==> src/rtl/hilo_unit.sv <==
// hilo_unit: issue/retire controller between the EX stage and the multi-cycle
// multiply/divide calculator. Launches the calculator, stalls the pipeline
// until the result arrives, captures it into HI/LO, and serves MF/MT accesses.
module hilo_unit #(
  parameter int TIMEOUT = 64,
  parameter int CNT_W   = 7
) (
  input  logic        clk,
  input  logic        reset,
  input  logic        op_valid,
  input  logic [2:0]  op,
  input  logic [31:0] rs_data,
  input  logic [31:0] rt_data,
  output logic [31:0] calc_a,
  output logic [31:0] calc_b,
  output logic [1:0]  calc_sel,
  output logic        calc_ena,
  input  logic [31:0] calc_lo,
  input  logic [31:0] calc_hi,
  input  logic        calc_finish,
  output logic        stall,
  output logic [31:0] rd_data,
  output logic [31:0] hi,
  output logic [31:0] lo,
  output logic        err
);

  // Calculator function codes
  localparam logic [1:0] CAL_MULT  = 2'd0;
  localparam logic [1:0] CAL_MULTU = 2'd1;
  localparam logic [1:0] CAL_DIV   = 2'd2;
  localparam logic [1:0] CAL_DIVU  = 2'd3;

  // Instruction encodings
  localparam logic [2:0] OP_MFHI = 3'd4;
  localparam logic [2:0] OP_MFLO = 3'd5;
  localparam logic [2:0] OP_MTHI = 3'd6;
  localparam logic [2:0] OP_MTLO = 3'd7;

  localparam logic [CNT_W-1:0] CNT_ZERO = {CNT_W{1'b0}};
  localparam logic [CNT_W-1:0] CNT_ONE  = {{(CNT_W-1){1'b0}}, 1'b1};
  localparam logic [CNT_W-1:0] CNT_LAST = CNT_W'(TIMEOUT - 1);

  typedef enum logic [2:0] {
    S_IDLE   = 3'd0,
    S_LAUNCH = 3'd1,
    S_ARM    = 3'd2,
    S_WAIT   = 3'd3,
    S_DONE   = 3'd4
  } state_t;

  state_t           state_r;
  state_t           state_nxt_s;
  logic [CNT_W-1:0] cnt_r;
  logic             err_r;
  logic             abort_s;
  logic [31:0]      calc_a_r;
  logic [31:0]      calc_b_r;
  logic [1:0]       calc_sel_r;
  logic             calc_ena_r;
  logic [31:0]      hi_r;
  logic [31:0]      lo_r;
  logic             stall_s;
  logic [31:0]      rd_data_s;
  logic             is_md_s;
  logic             div_zero_s;
  logic             launch_s;
  logic             timeout_s;

  // Decode: a mult/div is launched from IDLE unless it is a divide by zero,
  // which retires in one cycle without touching the calculator.
  assign is_md_s    = op_valid && (op[2] == 1'b0);
  assign div_zero_s = op[1] && (rt_data == 32'd0);
  assign launch_s   = (state_r == S_IDLE) && is_md_s && !div_zero_s;
  assign timeout_s  = (cnt_r == CNT_LAST);

  // Next-state logic, including the timeout abort out of ARM/WAIT
  always_comb begin
    state_nxt_s = state_r;
    abort_s     = 1'b0;
    case (state_r)
      S_IDLE: begin
        if (launch_s) begin
          state_nxt_s = S_LAUNCH;
        end else begin
          state_nxt_s = S_IDLE;
        end
      end
      S_LAUNCH: state_nxt_s = S_ARM;
      S_ARM: begin
        // A finish level left from the previous op must drop first
        if (!calc_finish) begin
          state_nxt_s = S_WAIT;
        end else if (timeout_s) begin
          state_nxt_s = S_IDLE;
          abort_s     = 1'b1;
        end else begin
          state_nxt_s = S_ARM;
        end
      end
      S_WAIT: begin
        if (calc_finish) begin
          state_nxt_s = S_DONE;
        end else if (timeout_s) begin
          state_nxt_s = S_IDLE;
          abort_s     = 1'b1;
        end else begin
          state_nxt_s = S_WAIT;
        end
      end
      S_DONE:  state_nxt_s = S_IDLE;
      default: state_nxt_s = S_IDLE;
    endcase
  end

  // State register, wait counter and sticky timeout flag
  always_ff @(posedge clk or negedge reset) begin
    if (!reset) begin
      state_r <= S_IDLE;
      cnt_r   <= CNT_ZERO;
      err_r   <= 1'b0;
    end else begin
      state_r <= state_nxt_s;
      err_r   <= err_r | abort_s;
      case (state_r)
        S_LAUNCH:     cnt_r <= CNT_ZERO;
        S_ARM, S_WAIT: cnt_r <= cnt_r + CNT_ONE;
        default:      cnt_r <= cnt_r;
      endcase
    end
  end

  // Operand/function latch and the one-cycle launch pulse
  always_ff @(posedge clk or negedge reset) begin
    if (!reset) begin
      calc_a_r   <= 32'd0;
      calc_b_r   <= 32'd0;
      calc_sel_r <= CAL_MULTU;
      calc_ena_r <= 1'b0;
    end else begin
      calc_ena_r <= launch_s;
      if (launch_s) begin
        calc_a_r <= rs_data;
        calc_b_r <= rt_data;
        case (op[1:0])
          2'd0:    calc_sel_r <= CAL_MULT;
          2'd1:    calc_sel_r <= CAL_MULTU;
          2'd2:    calc_sel_r <= CAL_DIV;
          2'd3:    calc_sel_r <= CAL_DIVU;
          default: calc_sel_r <= CAL_MULTU;
        endcase
      end
    end
  end

  // Architectural HI/LO: result capture in DONE, MTHI/MTLO writes in IDLE
  always_ff @(posedge clk or negedge reset) begin
    if (!reset) begin
      hi_r <= 32'd0;
      lo_r <= 32'd0;
    end else if (state_r == S_DONE) begin
      hi_r <= calc_hi;
      lo_r <= calc_lo;
    end else if ((state_r == S_IDLE) && op_valid && (op == OP_MTHI)) begin
      hi_r <= rs_data;
    end else if ((state_r == S_IDLE) && op_valid && (op == OP_MTLO)) begin
      lo_r <= rs_data;
    end
  end

  // Pipeline stall: launching or in flight; in DONE the completing op is
  // released, but an MTHI/MTLO must wait so it is not clobbered by the capture
  always_comb begin
    stall_s = 1'b0;
    case (state_r)
      S_IDLE:                  stall_s = launch_s;
      S_LAUNCH, S_ARM, S_WAIT: stall_s = 1'b1;
      S_DONE:                  stall_s = op_valid && (op >= OP_MTHI);
      default:                 stall_s = 1'b0;
    endcase
  end

  // MFHI/MFLO read path with a DONE-cycle bypass from the calculator
  always_comb begin
    rd_data_s = 32'd0;
    if (op_valid && (op == OP_MFHI)) begin
      if (state_r == S_IDLE) begin
        rd_data_s = hi_r;
      end else if (state_r == S_DONE) begin
        rd_data_s = calc_hi;
      end else begin
        rd_data_s = 32'd0;
      end
    end else if (op_valid && (op == OP_MFLO)) begin
      if (state_r == S_IDLE) begin
        rd_data_s = lo_r;
      end else if (state_r == S_DONE) begin
        rd_data_s = calc_lo;
      end else begin
        rd_data_s = 32'd0;
      end
    end else begin
      rd_data_s = 32'd0;
    end
  end

  assign calc_a   = calc_a_r;
  assign calc_b   = calc_b_r;
  assign calc_sel = calc_sel_r;
  assign calc_ena = calc_ena_r;
  assign hi       = hi_r;
  assign lo       = lo_r;
  assign err      = err_r;
  assign stall    = stall_s;
  assign rd_data  = rd_data_s;

endmodule

==> config.mk <==
export PLATFORM = sky130hd
export DESIGN_NAME = hilo_unit
export DESIGN_NICKNAME = d
export VERILOG_FILES = /design/src/rtl/hilo_unit.sv
export SDC_FILE = /design/constraint.sdc
export NUM_CORES = 1
export LEC_CHECK = 0
export BUFFER_PORTS_ARGS = -buffer_cell sky130_fd_sc_hd__buf_4
export CAP_MARGIN = 20
export CELL_PAD_IN_SITES_DETAIL_PLACEMENT = 1
export CELL_PAD_IN_SITES_GLOBAL_PLACEMENT = 1
export CORE_UTILIZATION = 33
export DETAILED_ROUTE_END_ITERATION = 7
export PLACE_DENSITY_LB_ADDON = 0.1
export SLEW_MARGIN = 20
export SYNTH_ARGS = -nofsm -noshare
export SYNTH_HDL_FRONTEND = slang
export SYNTH_SLANG_ARGS = --single-unit
==> constraint.sdc <==
create_clock -name clk -period 1.78 [get_ports clk]
set_input_delay 0.178 -clock clk [delete_from_list [all_inputs] [get_ports clk]]
set_output_delay 0.178 -clock clk [all_outputs]
set_load 0.005 [all_outputs]
---- Word level (Yosys, flattened, before mapping) ----
Cells that the tools add are included.
operators by class
  order comparisons ....................... 1
  bitwise gates (word level) .............. 2
  equality and inequality tests ........... 13
  add/subtract/negate cells ............... 1
  mux-type cells .......................... 24
  reduce and logical (&&, ||, !) cells .... 20
operators by type and width
  operator               number
  $mux W32               11
  $logic_not A32 Y1      1
  $eq A3 B3 Y1 const B   5
  $pmux W7 S2            1
  $pmux W3 S4            1
  $logic_and A1 B1 Y1    10
  $pmux W2 S4            1
  $add A7 B1 Y7 const B  1
  $eq A7 B6 Y1 const B   1
  $eq A3 B2 Y1 const B   2
  $mux W2                3
  $reduce_bool A2 Y1     3
  $eq A2 B2 Y1 const B   2
  $mux W1                4
  $eq A3 B1 Y1 const B   1
  $ge A3 B3 Y1 const B   1
  $logic_not A3 Y1       1
  $mux W3                1
  $pmux W1 S3            1
  $reduce_or A3 Y1       1
  $eq A2 B1 Y1 const B   1
  $logic_not A2 Y1       1
  $ne A2 B2 Y1 const B   1
  $pmux W1 S2            1
  other kinds (5)        5
word-level totals
  register bits ........................... 142

---- Longest topological paths before layout ----
  depth in word-level cells ............... 6
  depth in mapped cells ................... 7
  depth with buffers taken out ............ 5

---- Least setup slack after synthesis ----
OpenSTA, ideal clock, no wires.
  path kind ............................... register to register
  start point ............................. register state_r[1]
  end point ............................... register calc_a_r[10], in the netlist calc_a[10]
  setup slack ............................. 0.092 ns
  buffers on the path ..................... 2
  data arrival time ....................... 1.561 ns
  data required time ...................... 1.652 ns
  cell stages (with the launch flop) ...... 7
  setup time .............................. 0.128 ns
  cells stage by stage .................... dfrtp_1 -> nor2_1 -> and3_1 -> buf_2 -> o31ai_2 -> buf_2 -> mux2_1
between the ends
  longest elaborated chain between the ends .. 3
RTL lines
  item                               RTL line  text
  start, declared                    52        state_t state_r;
  start signal, assigned             123       state_r <= state_nxt_s;
  $logic_not A3 Y1                   74        assign launch_s = (state_r == S_IDLE) && is_md_s && !div_zero_s;
  $logic_and A1 B1 Y1 (2 in series)  74
  end signal, assigned               143       calc_a_r <= rs_data;
  end, declared                      57        logic [31:0] calc_a_r;
Every way passes these cells.
A chain may end at the register's enable or synchronous reset.

---- Worst setup path after layout ----
  start point ............................. register state_r[1]
  end point ............................... output port rd_data[12]
between the ends
  longest elaborated chain between the ends .. 5
RTL lines
  item           RTL line  text
  $eq A3 B3 Y1   189, 197
  $mux W32       197       end else if (state_r == S_DONE) begin
  $mux W32       195       if (state_r == S_IDLE) begin
  $mux W32       194       end else if (op_valid && (op == OP_MFLO)) begin
  $mux W32 *     186       if (op_valid && (op == OP_MFHI)) begin
  end, declared  22        output logic [31:0] rd_data,
Every way passes the cells marked *; elsewhere a longest branch is shown, timed or not.

==> results by group <==
Power and ir drop
  • Leak Pwr: 5.43 nW
  • Power per Cell Area: 1430 mW/mm²
  • Maximum vdd ir drop: 740 µV

Cells and area
  • Post-route insts no fill: 1228
  • Post-route cell area: 0.0117 mm²
  • Antenna Cells: 0
  • Area Overhead vs Synth: 67.7%
  • Nets: 1081
  • Fraction of layout instances using a drive strength above 1: 50.7%

Placement
  • Routability cong.: 0.803
  • Placed instance count: 1123
  • Port Buffer Count: 299
  • DP Wirelength: 17500 µm
  • Post-Place Cell Area: 0.00982 mm²

Global routing
  • GRT Total Usage: 24.4%
  • Initial antenna violation count: 0
  • Vias in the first global route: 6912
  • Most Crowded Layer GR: met2
  • Grt total ovfl: 0
  • Met1 Use GR: 29.7%
  • First-pass GRT wire length: 40200 µm
  • Largest net degree at the start of global routing: 64
  • GR met2 Demand/Resource: 41.8%
  • Met3 Resource Use GR: 6.96%

Clock network
  • Clock root cell: clkbuf_16
  • CTS tree: done
  • CTS Buf Count: 17
  • Clk slew on worst S/H paths: 60 ps
  • H-tree levels: 4
  • CTS Buffer Depth: 2
  • Worst-skew pair later-pin latency: 420 ps
  • Clk sink count: 142

Die
  • Die width: 147 µm
  • Initial Utilization: 34.0%
  • Die height: 147 µm
  • Ports: 300
  • Core Region: 0.0204 mm²
  • Row count: 52
  • Die ar.: 0.0217 mm²

Drt
  • Routed via count: 6171
  • First-pass DRT Iterations: 4
  • Final wirelength: 26700 µm
  • Drt via density: 5.03
  • Remaining antenna violation count after routing: 0
  • Routed wire per std cell: 21.7 µm
  • Number of DRC markers in iteration 0: 155
  • DRC Markers: 0

STA
  • Final setup vio count: 33
  • Final Worst Setup Slack: -193 ps
  • Fin Clk Skew: 6.81 ps
  • Final Hold Fails: 0
  • Worst-Margin Slew: 435 ps
  • Maximum clock frequency: 507 MHz
  • TNS Setup: -5820 ps
  • Final slew viol count: 0
  • Max-Slew Margin vs Limit: 70.8%
  • RSZ-0062 raised after global routing: true
  • Post-route minimum period: 1970 ps
  • Crit share post-route: 111%

Run status
  • Failing checks: negative setup slack
  • Status: finished with violations

Setup path
  • Max FO, Critical Path: 5
  • Worst Setup Start Kind: register
  • WS Path Type: reg -> out
  • Crit. End Element: output pin
  • Worst Path Required: 1600 ps
  • Critical path arrival: 1800 ps

Synthesis
  • Post-synthesis cell count: 560
  • Sequential area share after synthesis: 51.1%
  • Synth Register Bits: 142
  • Synth unique cells: 40
  • Yosys warns: 0
  • Post-Syn Nets: 696
  • Cell area after synthesis: 0.00695 mm²
  • Syn avg cell area: 12.4 µm²

Run
  • Max-Cap Viols: 0

Min path
  • HP Class: in -> reg
[per-layer routing]
layer | share of wire, % | vias to the layer above
met3 | 6.4 | 19
met4 | 1.3 | 0
met5 | 0 | -
li1 | - | 2812
met2 | 50 | 216
met1 | 42 | 3124
[synth_stat cells]
library cell / n / area, µm²
a211o_1: 1 / 8.76
a21oi_1: 1 / 5.00
a22o_1: 10 / 87.6
a31o_2: 1 / 8.76
a41o_1: 1 / 10.0
and2_0: 1 / 6.26
and3_1: 2 / 12.5
and4b_1: 1 / 10.0
buf_1: 4 / 15.0
buf_2: 14 / 70.1
buf_4: 5 / 37.5
clkbuf_1: 15 / 56.3
dfrtp_1: 141 / 3530
dfstp_2: 1 / 26.3
ha_1: 1 / 12.5
inv_1: 1 / 3.75
maj3_1: 1 / 10.0
mux2_1: 47 / 529
mux2_2: 12 / 135
mux2i_1: 64 / 641
mux4_2: 32 / 721
nand2_1: 71 / 267
nand2b_1: 1 / 6.26
nand3_1: 5 / 25.0
nand4_1: 4 / 25.0
nand4b_1: 1 / 8.76
nor2_1: 5 / 18.8
nor2b_1: 33 / 206
nor3_1: 2 / 10.0
nor4_1: 6 / 37.5
nor4b_2: 1 / 15.0
o211ai_1: 1 / 7.51
o21ai_0: 67 / 335
o21ai_1: 1 / 5.00
o311ai_0: 1 / 8.76
o31ai_1: 1 / 7.51
o31ai_2: 1 / 12.5
o41ai_1: 1 / 8.76
or2_2: 1 / 6.26
xor2_1: 1 / 8.76
[registers in the layout, summed over array words and instances, names as in the netlist]
name,cells
calc_a,32
calc_b,32
hi,32
lo,32
cnt_r,7
state_r,3
calc_sel,2
calc_ena,1
err,1
[cells in the final DEF (no fill, tap or decap), types with 3 or more instances in the layout]
cell / n
buf_4: 305
dfrtp_1: 140
nand2_1: 70
o21ai_0: 65
mux2i_1: 60
dlygate4sd3_1: 52
mux4_2: 32
mux2_1: 24
mux2_4: 23
clkbuf_16: 22
buf_6: 19
buf_12: 17
nor2b_1: 16
mux2_2: 12
a22o_1: 10
nor2b_4: 9
nor2b_2: 8
nand4_1: 4
nor2_1: 4
nand3_1: 4
bufinv_16: 4
buf_16: 4
nor4_2: 3
nor4_1: 3
mux2i_2: 3
clkinv_4: 3
inv_6: 3
[worst paths after layout]
kind | start | end | slack (ps) | cells past startpoint
setup / recovery | state_r[1] | rd_data[12] | -190 | 7
hold / removal | rs_data[5] | calc_a[5] | 10 | 2
setup reg to reg | state_r[1] | calc_b[8] | 30 | 7
hold reg to reg | err | err | 490 | 1
max in group asynchronous | reset | calc_sel[0] | 900 | 3
min in group asynchronous | reset | lo[25] | 190 | 2
[power by group]
| group | leakage, nW | total [mW] | internal [mW] | switching (mW) |
|---|---|---|---|---|
| logic | 3.36 | 6.91 | 4.31 | 2.59 |
| clock network | 0.309 | 3.91 | 2.38 | 1.52 |
| registers | 1.75 | 5.92 | 4.74 | 1.18 |
| total | 5.43 | 16.7 | 11.4 | 5.29 |
[worst max-delay path, cell delays in order (launching register included)]
cell and delay (ps):
dfrtp_1 430, nor2_4 150, buf_6 110, nand4b_1 100, buf_6 170, buf_4 170
nor2b_1 120, buf_4 120
[cell type report]
type                    instances  area [µm²]
fillers                      2116        8760
multi-input cells             379        3480
flip-flops and latches        142        3560
well taps                     270         338
clock buffers                  18         429
repair buffers                404        3650
clock inverters                14         208
inverters                       1        3.75
[cell families (layout without fill, tap and decap cells)]
logic type | Yosys count | after routing | share of synthesized area (%)
flops | 142 | 142 | 51.1
compound gates | 87 | 87 | 7.27
buf+inv | 39 | 437 | 2.63
simple gates | 134 | 134 | 9.41
xor+xnor | 1 | 1 | 0.126
mux | 155 | 155 | 29.1
fa+ha+maj | 2 | 2 | 0.324
[per-stage QoR]
stage / util (%) / total power, mW / hold WS, ps / setup slack [ps]
floorplan: - / 8.12 / -118 / 91.6
global placement: 48.0 / 11.7 / 65.2 / -274
detailed placement: 48.0 / 12.0 / 68.5 / -284
CTS: 55.5 / 16.5 / 0.245 / -166
global route: 57.1 / 17.7 / 5.57 / -244
finish: 57.1 / 16.7 / 10.3 / -193
[repair_timing]
item,4_1_cts,5_1_grt
pin swaps,6,2
setup buffers,12,1
resized for setup,43,51
endpoints found under the hold margin,106,0
setup endpoints to repair,33,142
hold buffers,52,0
cloned,4,6
Note: power is estimated with default switching activity, not from simulation.
